## src/rtl/rc5_pkg.sv

```systemverilog
// Shared RC5 definitions: magic-constant helpers, mode and state encodings.
// The S-table init block and the key-mixing stage both import this package.
package rc5_pkg;

  typedef enum logic {
    MODE_SEED = 1'b0,
    MODE_CONT = 1'b1
  } mode_e;

  typedef enum logic [2:0] {
    ST_IDLE    = 3'd0,
    ST_RD_REQ  = 3'd1,
    ST_RD_WAIT = 3'd2,
    ST_GEN     = 3'd3,
    ST_DONE    = 3'd4
  } state_e;

  // P_W = Odd((e - 2) * 2^W), zero-extended to 64 bits
  function automatic logic [63:0] p_of(input int w);
    case (w)
      16:      return 64'h0000_0000_0000_B7E1;
      32:      return 64'h0000_0000_B7E1_5163;
      default: return 64'hB7E1_5162_8AED_2A6B;
    endcase
  endfunction

  // Q_W = Odd((phi - 1) * 2^W), zero-extended to 64 bits
  function automatic logic [63:0] q_of(input int w);
    case (w)
      16:      return 64'h0000_0000_0000_9E37;
      32:      return 64'h0000_0000_9E37_79B9;
      default: return 64'h9E37_79B9_7F4A_7C15;
    endcase
  endfunction

endpackage

```

## src/rtl/rc5_magic_acc.sv

```systemverilog
// W-bit magic-constant accumulator: load a seed, optionally stepping by QW
// in the same cycle, or step the held value by QW (modulo 2^W).
module rc5_magic_acc #(
  parameter int           W  = 32,
  parameter logic [W-1:0] QW = {W{1'b0}}
) (
  input  logic         clk,
  input  logic         rst,
  input  logic         load_i,
  input  logic         step_i,
  input  logic [W-1:0] seed_i,
  output logic [W-1:0] acc_o
);

  logic [W-1:0] acc_q;
  logic [W-1:0] acc_d;
  logic [W-1:0] base;

  always_comb begin
    base  = load_i ? seed_i : acc_q;
    acc_d = acc_q;
    if (load_i || step_i) begin
      acc_d = base + (step_i ? QW : {W{1'b0}});
    end
  end

  always_ff @(posedge clk) begin
    if (!rst) begin
      acc_q <= {W{1'b0}};
    end else begin
      acc_q <= acc_d;
    end
  end

  assign acc_o = acc_q;

endmodule

```

## src/rtl/rc5_s_table_init.sv

```systemverilog
// Fills S[0..T-1] of the external S RAM with P_W + i*Q_W, one word per cycle,
// either from scratch (SEED) or resuming from a word already in RAM (CONT).
module rc5_s_table_init
  import rc5_pkg::*;
#(
  parameter int           W        = 32,
  parameter int           T        = 26,
  parameter logic [W-1:0] PW       = W'(p_of(W)),
  parameter logic [W-1:0] QW       = W'(q_of(W)),
  localparam int          T_LENGTH = $clog2(T)
) (
  input  logic                clk,
  input  logic                rst,
  input  logic                iStart,
  input  logic                iMode,
  input  logic [T_LENGTH-1:0] iBase,
  input  logic                iAbort,
  input  logic [W-1:0]        iS_sub_i,
  output logic [T_LENGTH-1:0] oS_address,
  output logic [W-1:0]        oS_sub_i_prima,
  output logic                oS_we,
  output logic                oS_re,
  output logic                oBusy,
  output logic                oDone,
  output logic                oErr
);

  if (!(W == 16 || W == 32 || W == 64)) begin : g_bad_w
    $error("rc5_s_table_init: W must be 16, 32 or 64");
  end
  if (T < 2) begin : g_bad_t
    $error("rc5_s_table_init: T must be at least 2");
  end

  localparam logic [T_LENGTH-1:0] LAST = T_LENGTH'(T - 1);

  state_e              state_q, state_d;
  logic [T_LENGTH-1:0] addr_q, addr_d;
  logic                we_q, we_d;
  logic                re_q, re_d;
  logic                busy_q, busy_d;
  logic                done_q, done_d;
  logic                err_q, err_d;
  logic                reject_q, reject_d;
  logic                acc_load, acc_step;
  logic [W-1:0]        acc_seed;
  logic [W-1:0]        acc_val;

  always_comb begin
    state_d  = state_q;
    addr_d   = addr_q;
    we_d     = 1'b0;
    re_d     = 1'b0;
    busy_d   = busy_q;
    done_d   = done_q;
    err_d    = err_q;
    reject_d = reject_q;
    acc_load = 1'b0;
    acc_step = 1'b0;
    acc_seed = PW;
    case (state_q)
      ST_IDLE, ST_DONE: begin
        if (iStart && !iAbort) begin
          busy_d = 1'b1;
          done_d = 1'b0;
          err_d  = 1'b0;
          if (mode_e'(iMode) == MODE_SEED) begin
            state_d  = ST_GEN;
            we_d     = 1'b1;
            addr_d   = '0;
            acc_load = 1'b1;
          end else if (iBase >= LAST) begin
            // Nothing after iBase to fill: spend one cycle, then report the error.
            state_d  = ST_RD_REQ;
            reject_d = 1'b1;
          end else begin
            state_d  = ST_RD_REQ;
            re_d     = 1'b1;
            addr_d   = iBase;
          end
        end
      end
      ST_RD_REQ: begin
        if (reject_q) begin
          state_d  = ST_DONE;
          busy_d   = 1'b0;
          err_d    = 1'b1;
          reject_d = 1'b0;
        end else begin
          state_d = ST_RD_WAIT;
        end
      end
      ST_RD_WAIT: begin
        // Read data is valid now; the first write is seed + QW.
        state_d  = ST_GEN;
        we_d     = 1'b1;
        addr_d   = addr_q + T_LENGTH'(1);
        acc_load = 1'b1;
        acc_step = 1'b1;
        acc_seed = iS_sub_i;
      end
      ST_GEN: begin
        if (addr_q == LAST) begin
          state_d = ST_DONE;
          busy_d  = 1'b0;
          done_d  = 1'b1;
        end else begin
          we_d     = 1'b1;
          addr_d   = addr_q + T_LENGTH'(1);
          acc_step = 1'b1;
        end
      end
      default: state_d = ST_IDLE;
    endcase

    if (iAbort && (state_q inside {ST_RD_REQ, ST_RD_WAIT, ST_GEN})) begin
      state_d  = ST_IDLE;
      addr_d   = addr_q;
      we_d     = 1'b0;
      re_d     = 1'b0;
      busy_d   = 1'b0;
      done_d   = 1'b0;
      err_d    = 1'b0;
      reject_d = 1'b0;
      acc_load = 1'b0;
      acc_step = 1'b0;
    end
  end

  always_ff @(posedge clk) begin
    if (!rst) begin
      state_q  <= ST_IDLE;
      addr_q   <= '0;
      we_q     <= 1'b0;
      re_q     <= 1'b0;
      busy_q   <= 1'b0;
      done_q   <= 1'b0;
      err_q    <= 1'b0;
      reject_q <= 1'b0;
    end else begin
      state_q  <= state_d;
      addr_q   <= addr_d;
      we_q     <= we_d;
      re_q     <= re_d;
      busy_q   <= busy_d;
      done_q   <= done_d;
      err_q    <= err_d;
      reject_q <= reject_d;
    end
  end

  rc5_magic_acc #(
    .W  (W),
    .QW (QW)
  ) u_acc (
    .clk    (clk),
    .rst    (rst),
    .load_i (acc_load),
    .step_i (acc_step),
    .seed_i (acc_seed),
    .acc_o  (acc_val)
  );

  assign oS_address     = addr_q;
  assign oS_sub_i_prima = acc_val;
  assign oS_we          = we_q;
  assign oS_re          = re_q;
  assign oBusy          = busy_q;
  assign oDone          = done_q;
  assign oErr           = err_q;

endmodule

```

## config.mk

```make
export PLATFORM = sky130hd
export DESIGN_NAME = rc5_s_table_init
export DESIGN_NICKNAME = d
export VERILOG_FILES = /design/src/rtl/rc5_pkg.sv /design/src/rtl/rc5_magic_acc.sv /design/src/rtl/rc5_s_table_init.sv
export SDC_FILE = /design/constraint.sdc
export NUM_CORES = 1
export LEC_CHECK = 0
export CAP_MARGIN = 20
export CORE_UTILIZATION = 39
export CTS_CLUSTER_DIAMETER = 50
export DETAILED_ROUTE_END_ITERATION = 10
export PLACE_DENSITY_LB_ADDON = 0.1
export SYNTH_ARGS = -nofsm -noshare
export SYNTH_HDL_FRONTEND = slang
export SYNTH_SLANG_ARGS = --single-unit
export TNS_END_PERCENT = 20
```

## constraint.sdc

```tcl
create_clock -name clk -period 4.65 [get_ports clk]
set_input_delay 0.93 -clock clk [delete_from_list [all_inputs] [get_ports clk]]
set_output_delay 0.93 -clock clk [all_outputs]
set_load 0.05 [all_outputs]
```

; After elaboration in Yosys (flattened, before gate mapping)
; Cells that the tools add are included.
[word_totals]
wordCells = 83
out_inout_bits = 42
inputBits = 42
ff_bits = 46
[op_classes]
n_reduce_logical = 19
n_lt_le_gt_ge = 1
mux = 35
n_addsub = 2
bitwise_logic = 5
n_eq_ne = 12
[op_table]
columns = operator, n
row1 = 2-to-1 mux 32 bit, 3
row2 = adder 32 bit, 1
row3 = 2-to-1 mux 5 bit, 4
row4 = 2-to-1 mux 1 bit, 15
row5 = one-hot mux 5 bit (3 select lines), 1
row6 = inequality test 2 bit (second input constant), 6
row7 = one-hot mux 3 bit (4 select lines), 1
row8 = one-hot mux 1 bit (2 select lines), 5
row9 = 2-to-1 mux 3 bit, 3
row10 = nonzero test 3 bit, 3
row11 = AND reduction 4 bit, 2
row12 = == test 3 x 2 -> 1 bit (second input constant), 2
row13 = one-hot mux 1 bit (3 select lines), 2
row14 = AND reduction 3 bit, 2
row15 = adder 5 x 1 -> 5 bit (second input constant), 1
row16 = == test 5 bit (second input constant), 1
row17 = >= comparator 5 bit (second input constant), 1
row18 = NOT 1 bit, 5
row19 = AND reduction 5 bit, 1
row20 = OR reduction 5 bit, 1
row21 = nonzero test 2 bit, 2
row22 = OR reduction 2 bit, 2
row23 = == test 3 x 1 -> 1 bit (second input constant), 1
row24 = == test 3 bit (second input constant), 1
row25 = other kinds (7), 8

; Logic depth before layout (Yosys ltp)
[logic_depth]
word_depth = 7
depth_mapped = 18
ltp_nobuf = 17

; Modules after synthesis
; Synthesis repeated with hierarchy kept, for this count alone.
[unflattened]
cells_unflattened = 491
hier_area_um2 = 3957.5
[by_module_without_submodules]
columns = mod, n_inst, cells_per_inst, seq_area_each_um2, area_per_inst_um2
row1 = rc5_magic_acc, 1, 354, 640.6, 2904.0
row2 = rc5_s_table_init, 1, 137, 280.3, 1053.5

; Worst setup path after synthesis
; Ideal clock, no wire load.
[synth_timing]
path_type = reg2reg
startpoint = register addr_q[1] (netlist: oS_address[1])
endpoint = register u_acc.acc_q[28] (netlist: u_acc.acc_o[28])
stages_incl_launch_ff = 17
arrival_ns = 4.536
required_ns = 4.528
slack_ns = -0.008
setup_ns = 0.122
synth_period_minus_slack_ns = 4.658
n_path_buf = 1
cell_sequence = dfxtp_1 inv_1 ha_1 and4b_1 a21oi_1 nand2b_1 inv_1 buf_1 ha_1 and3_1 a211oi_2 a211oi_2 a2111o_1 o2111ai_2 a21oi_1 or3_1 a311o_1
[synth_via]
elab_chain_len = 6
elab_cells_between_ends = 7
classes_between = add/sub (1) / eq/ne (1) / mux (4) / reduce/logical (1)
[synth_lines]
columns = item, line_no
row1 = from (decl), rc5_s_table_init.sv:38  ; logic [T_LENGTH-1:0] addr_q, addr_d;
row2 = from (signal assigned), rc5_s_table_init.sv:142  ; addr_q <= addr_d;
row3 = == test 5 bit (*), rc5_s_table_init.sv:103  ; if (addr_q == LAST) begin
row4 = 2-to-1 mux 1 bit (*), rc5_s_table_init.sv:103
row5 = one-hot mux 1 bit (2 select lines) (*), rc5_s_table_init.sv:61  ; case (state_q)
row6 = 2-to-1 mux 1 bit (*), rc5_s_table_init.sv:116  ; if (iAbort && (state_q inside {ST_RD_REQ, ST_RD_WAIT, ST_GEN})) begin
row7 = 2-to-1 mux 32 bit, rc5_magic_acc.sv:23  ; acc_d = base + (step_i ? QW : {W{1'b0}});
row8 = adder 32 bit, rc5_magic_acc.sv:23
row9 = to (signal assigned), rc5_magic_acc.sv:29  ; acc_q <= {W{1'b0}};
row10 = to (decl), rc5_magic_acc.sv:15  ; logic [W-1:0] acc_q;
; Every way passes the cells marked *; elsewhere a longest branch is shown, timed or not.
; A chain may end at the register's enable or synchronous reset.

; Worst setup path in the final report
[layout_timing]
startpoint = input port iAbort
endpoint = register u_acc.acc_q[31] (netlist: u_acc.acc_o[31])
[layout_via]
elab_chain_len = 7
elab_cells_between_ends = 11
classes_between = add/sub (1) / mux (6) / reduce/logical (4)
[layout_lines]
columns = item, line_no
row1 = from (decl), rc5_s_table_init.sv:17  ; input logic iAbort,
row2 = logical NOT 1 bit, rc5_s_table_init.sv:63  ; if (iStart && !iAbort) begin
row3 = logical AND 1 bit, rc5_s_table_init.sv:63
row4 = 2-to-1 mux 1 bit, rc5_s_table_init.sv:63
row5 = one-hot mux 1 bit (2 select lines), rc5_s_table_init.sv:61
row6 = 2-to-1 mux 1 bit, rc5_s_table_init.sv:116
row7 = 2-to-1 mux 32 bit, rc5_magic_acc.sv:20  ; base = load_i ? seed_i : acc_q;
row8 = adder 32 bit, rc5_magic_acc.sv:23
; Parallel ways exist; a longest one is shown, timed or not.

==> flow_summary_export.csv <==
group,metric,value,unit
run_status,status,"finished clean",
die,io_pins,84,
yosys,synth_nets,516,
place,routabilityCongestion,0.935,
die,dieArea,0.00973,mm²
sta,fmax,0.226,GHz
place,portBuffers,83,
sta,tightest_slew,0.806,ns
global_route,use_met3,0.0312,
power,power,1090,µW
place,hpwlAfterDp,8610,µm
place,place_area,0.00476,mm²
global_route,grt_max_degree,23,
cts,clk_pin_slew,0.09,ns
layout,fin_nets,617,
cts,clock_latency,0.30,ns
yosys,ys_seq_area_frac,0.253,
yosys,synth_edf_count,0,
die,core_area,0.00889,mm²
global_route,antenna_found_initial,0,
cts,post_cts_buffers,0,
flow_run,maxCapViolations,0,
route,drt_pre_antenna_iters,5,
power,p_leak,0.00198,µW
route,wirelength,11400,µm
power,power.density,226,mW/mm²
cts,cts_buffers,5,
yosys,ys_warn_count,0,
sta,hold_viol_final,0,
layout,stdcell_area,0.00483,mm²
sta,fin_worst_skew,0.0116,ns
route,wire_per_inst,17.0,µm
global_route,grt_util_all_layers,0.240,
cts,cts_resized,0,
setup_path,start_kind,"primary input",
setup_path,cp_max_fo,7,
global_route,grt.met2_usage,0.416,
yosys,syn-cell-area,0.00364,mm²
layout,num_antenna_cells,0,
layout,synthToLayoutAreaGrowth,32.7,%
yosys,synthFlopType,"dfxtp_1",
route,num_vias,3915,
die,rows,34,
cts,clock_path_buffers,2,
yosys,syn_inst,460,
die,fp.dieW,98.6,µm
cts,cts_num_sinks,46,
yosys,async_reset_ff_frac,0,
sta,timing.setup.tns,0,ns
yosys,ys_ff_latch,46,
setup_path,worstSetupEndpointType,"flop",
cts,htreeDepth,2,
setup_path,required,4.85,ns
global_route,busiest_layer,"met2",
sta,fin_crit_sh,0.950,
setup_path,arrival,4.62,ns
sta,fin_crit,4.42,ns
setup_path,worst-setup-path-type,"in2reg",
yosys,syn_area_per_cell,7.92,µm²
route,avgViaCountPerCell,5.85,
global_route,grt-ovfl-total,0,
cts,clock-root-buffer,"clkbuf_8",
sta,drv_slew,0,
layout,instances_no_fill,669,
die,start_util,0.410,
route,drt_iter0_drc,139,
place,place_inst,662,
cts,cts_tree,"yes",
sta,maxSlewHeadroom,0.462,
route,antenna_left,0,
sta,rsz0062_at_grt,"no",
power,ir_worst_vdd,0.120,mV
global_route,grt_pass1_vias,3861,
yosys,synth.distinct_cells,79,
global_route,grt_pass1_wl,18700,µm
layout,drive_above_1_share,0.116,
cts,holdBufCountCts,0,
route,drcViolationCount,0,
sta,setup_viol,0,
die,die_h,98.6,µm
hold_path,hold_class,"reg2reg",
global_route,grt_util_met1,0.306,
==> through the flow <==
step           hold slack, ns  utilization  setup WS [ns]
2_1_floorplan           0.513            -          0.262
3_3_place_gp            0.478        0.535         0.0710
3_5_place_dp            0.481        0.535        -0.0619
4_1_cts                 0.495        0.543          0.240
5_1_grt                 0.542        0.543         0.0236
6_report                0.500        0.543          0.231
==> flip-flops by register name, summed over array words and instances, names as in the netlist <==
| register | cells |
|---|---|
| state_q | 3 |
| u_acc.acc_o | 32 |
| oS_address | 5 |
| reject_q | 1 |
| oBusy | 1 |
| oS_we | 1 |
| oS_re | 1 |
| oDone | 1 |
| oErr | 1 |
==> cells in the final DEF (no fill, tap or decap), types with 14 or more instances in the layout <==
cell / netlist / layout
nand2_1: 48 / 48
nor2_1: 34 / 34
a21oi_1: 36 / 36
clkdlybuf4s50_1: 0 / 83
dfxtp_1: 46 / 46
o22ai_1: 17 / 17
o21ai_0: 21 / 21
xnor2_1: 16 / 16
buf_4: 4 / 37
ha_1: 14 / 14
==> logic make-up (layout without fill, tap and decap cells) <==
family,after synthesis,after routing,synth area share
AOI/OAI and AO/OA,181,181,0.364
xor gates and xnor gates,26,26,0.0625
adders and majority gates,15,15,0.0512
buffers and inverters,38,139,0.0481
DFF,46,46,0.253
muxes,1,1,0.00275
and+or+nand+nor,153,153,0.218
==> final timing paths <==
| kind | slack [ns] | cells past startpoint | to | start |
|---|---|---|---|---|
| setup reg to reg | 0.58 | 17 | u_acc.acc_o[31] | oS_address[1] |
| hold reg to reg | 0.50 | 2 | u_acc.acc_o[22] | u_acc.acc_o[22] |
| setup / recovery | 0.23 | 16 | u_acc.acc_o[31] | iAbort |
| hold / removal | 0.50 | 2 | u_acc.acc_o[22] | u_acc.acc_o[22] |
==> worst max-delay path, cell delays in order <==
cell,delay (ns)
clkdlybuf4s50_1,0.47
buf_4,0.19
nor2_2,0.17
o21ai_2,0.11
a22o_1,0.25
ha_1,0.38
nand3_1,0.10
or3_1,0.32
a211o_1,0.31
a21oi_2,0.15
o22ai_1,0.11
o31ai_2,0.33
a31oi_4,0.16
o21ai_1,0.20
nor3b_1,0.08
or3_1,0.36
==> synthesized netlist by cell type (all sizes together), types with 12 or more instances <==
master / number / area, µm²
inv: 12 / 45.0
xnor2: 16 / 140
nand3: 12 / 60.1
ha: 14 / 175
o211a: 12 / 120
clkbuf: 16 / 60.1
o22ai: 18 / 126
o21ai: 29 / 149
a21oi: 37 / 189
nand2: 48 / 180
nor2: 35 / 134
dfxtp: 46 / 921
==> cell type report <==
type                       count  area [µm²]
timing repair buffer         120        1110
multi-input combinational    376        2550
inverter                      12        45.0
tap                          108         135
fill                         833        4060
clock buffer                   7        76.3
sequential                    46         921
==> power by group <==
| group | switching (µW) | leakage [µW] | internal, µW |
|---|---|---|---|
| registers | 28.5 | 0.000375 | 418 |
| clock network | 138 | 0.0000383 | 104 |
| logic | 234 | 0.00156 | 170 |
==> routing by layer <==
metal | vias up | wire, µm
li1 | 1925 | -
met1 | 1848 | 5160
met2 | 129 | 5470
met3 | 13 | 576
met4 | 0 | 197
met5 | - | 0
No activity file was read; power rests on OpenSTA's default activity.
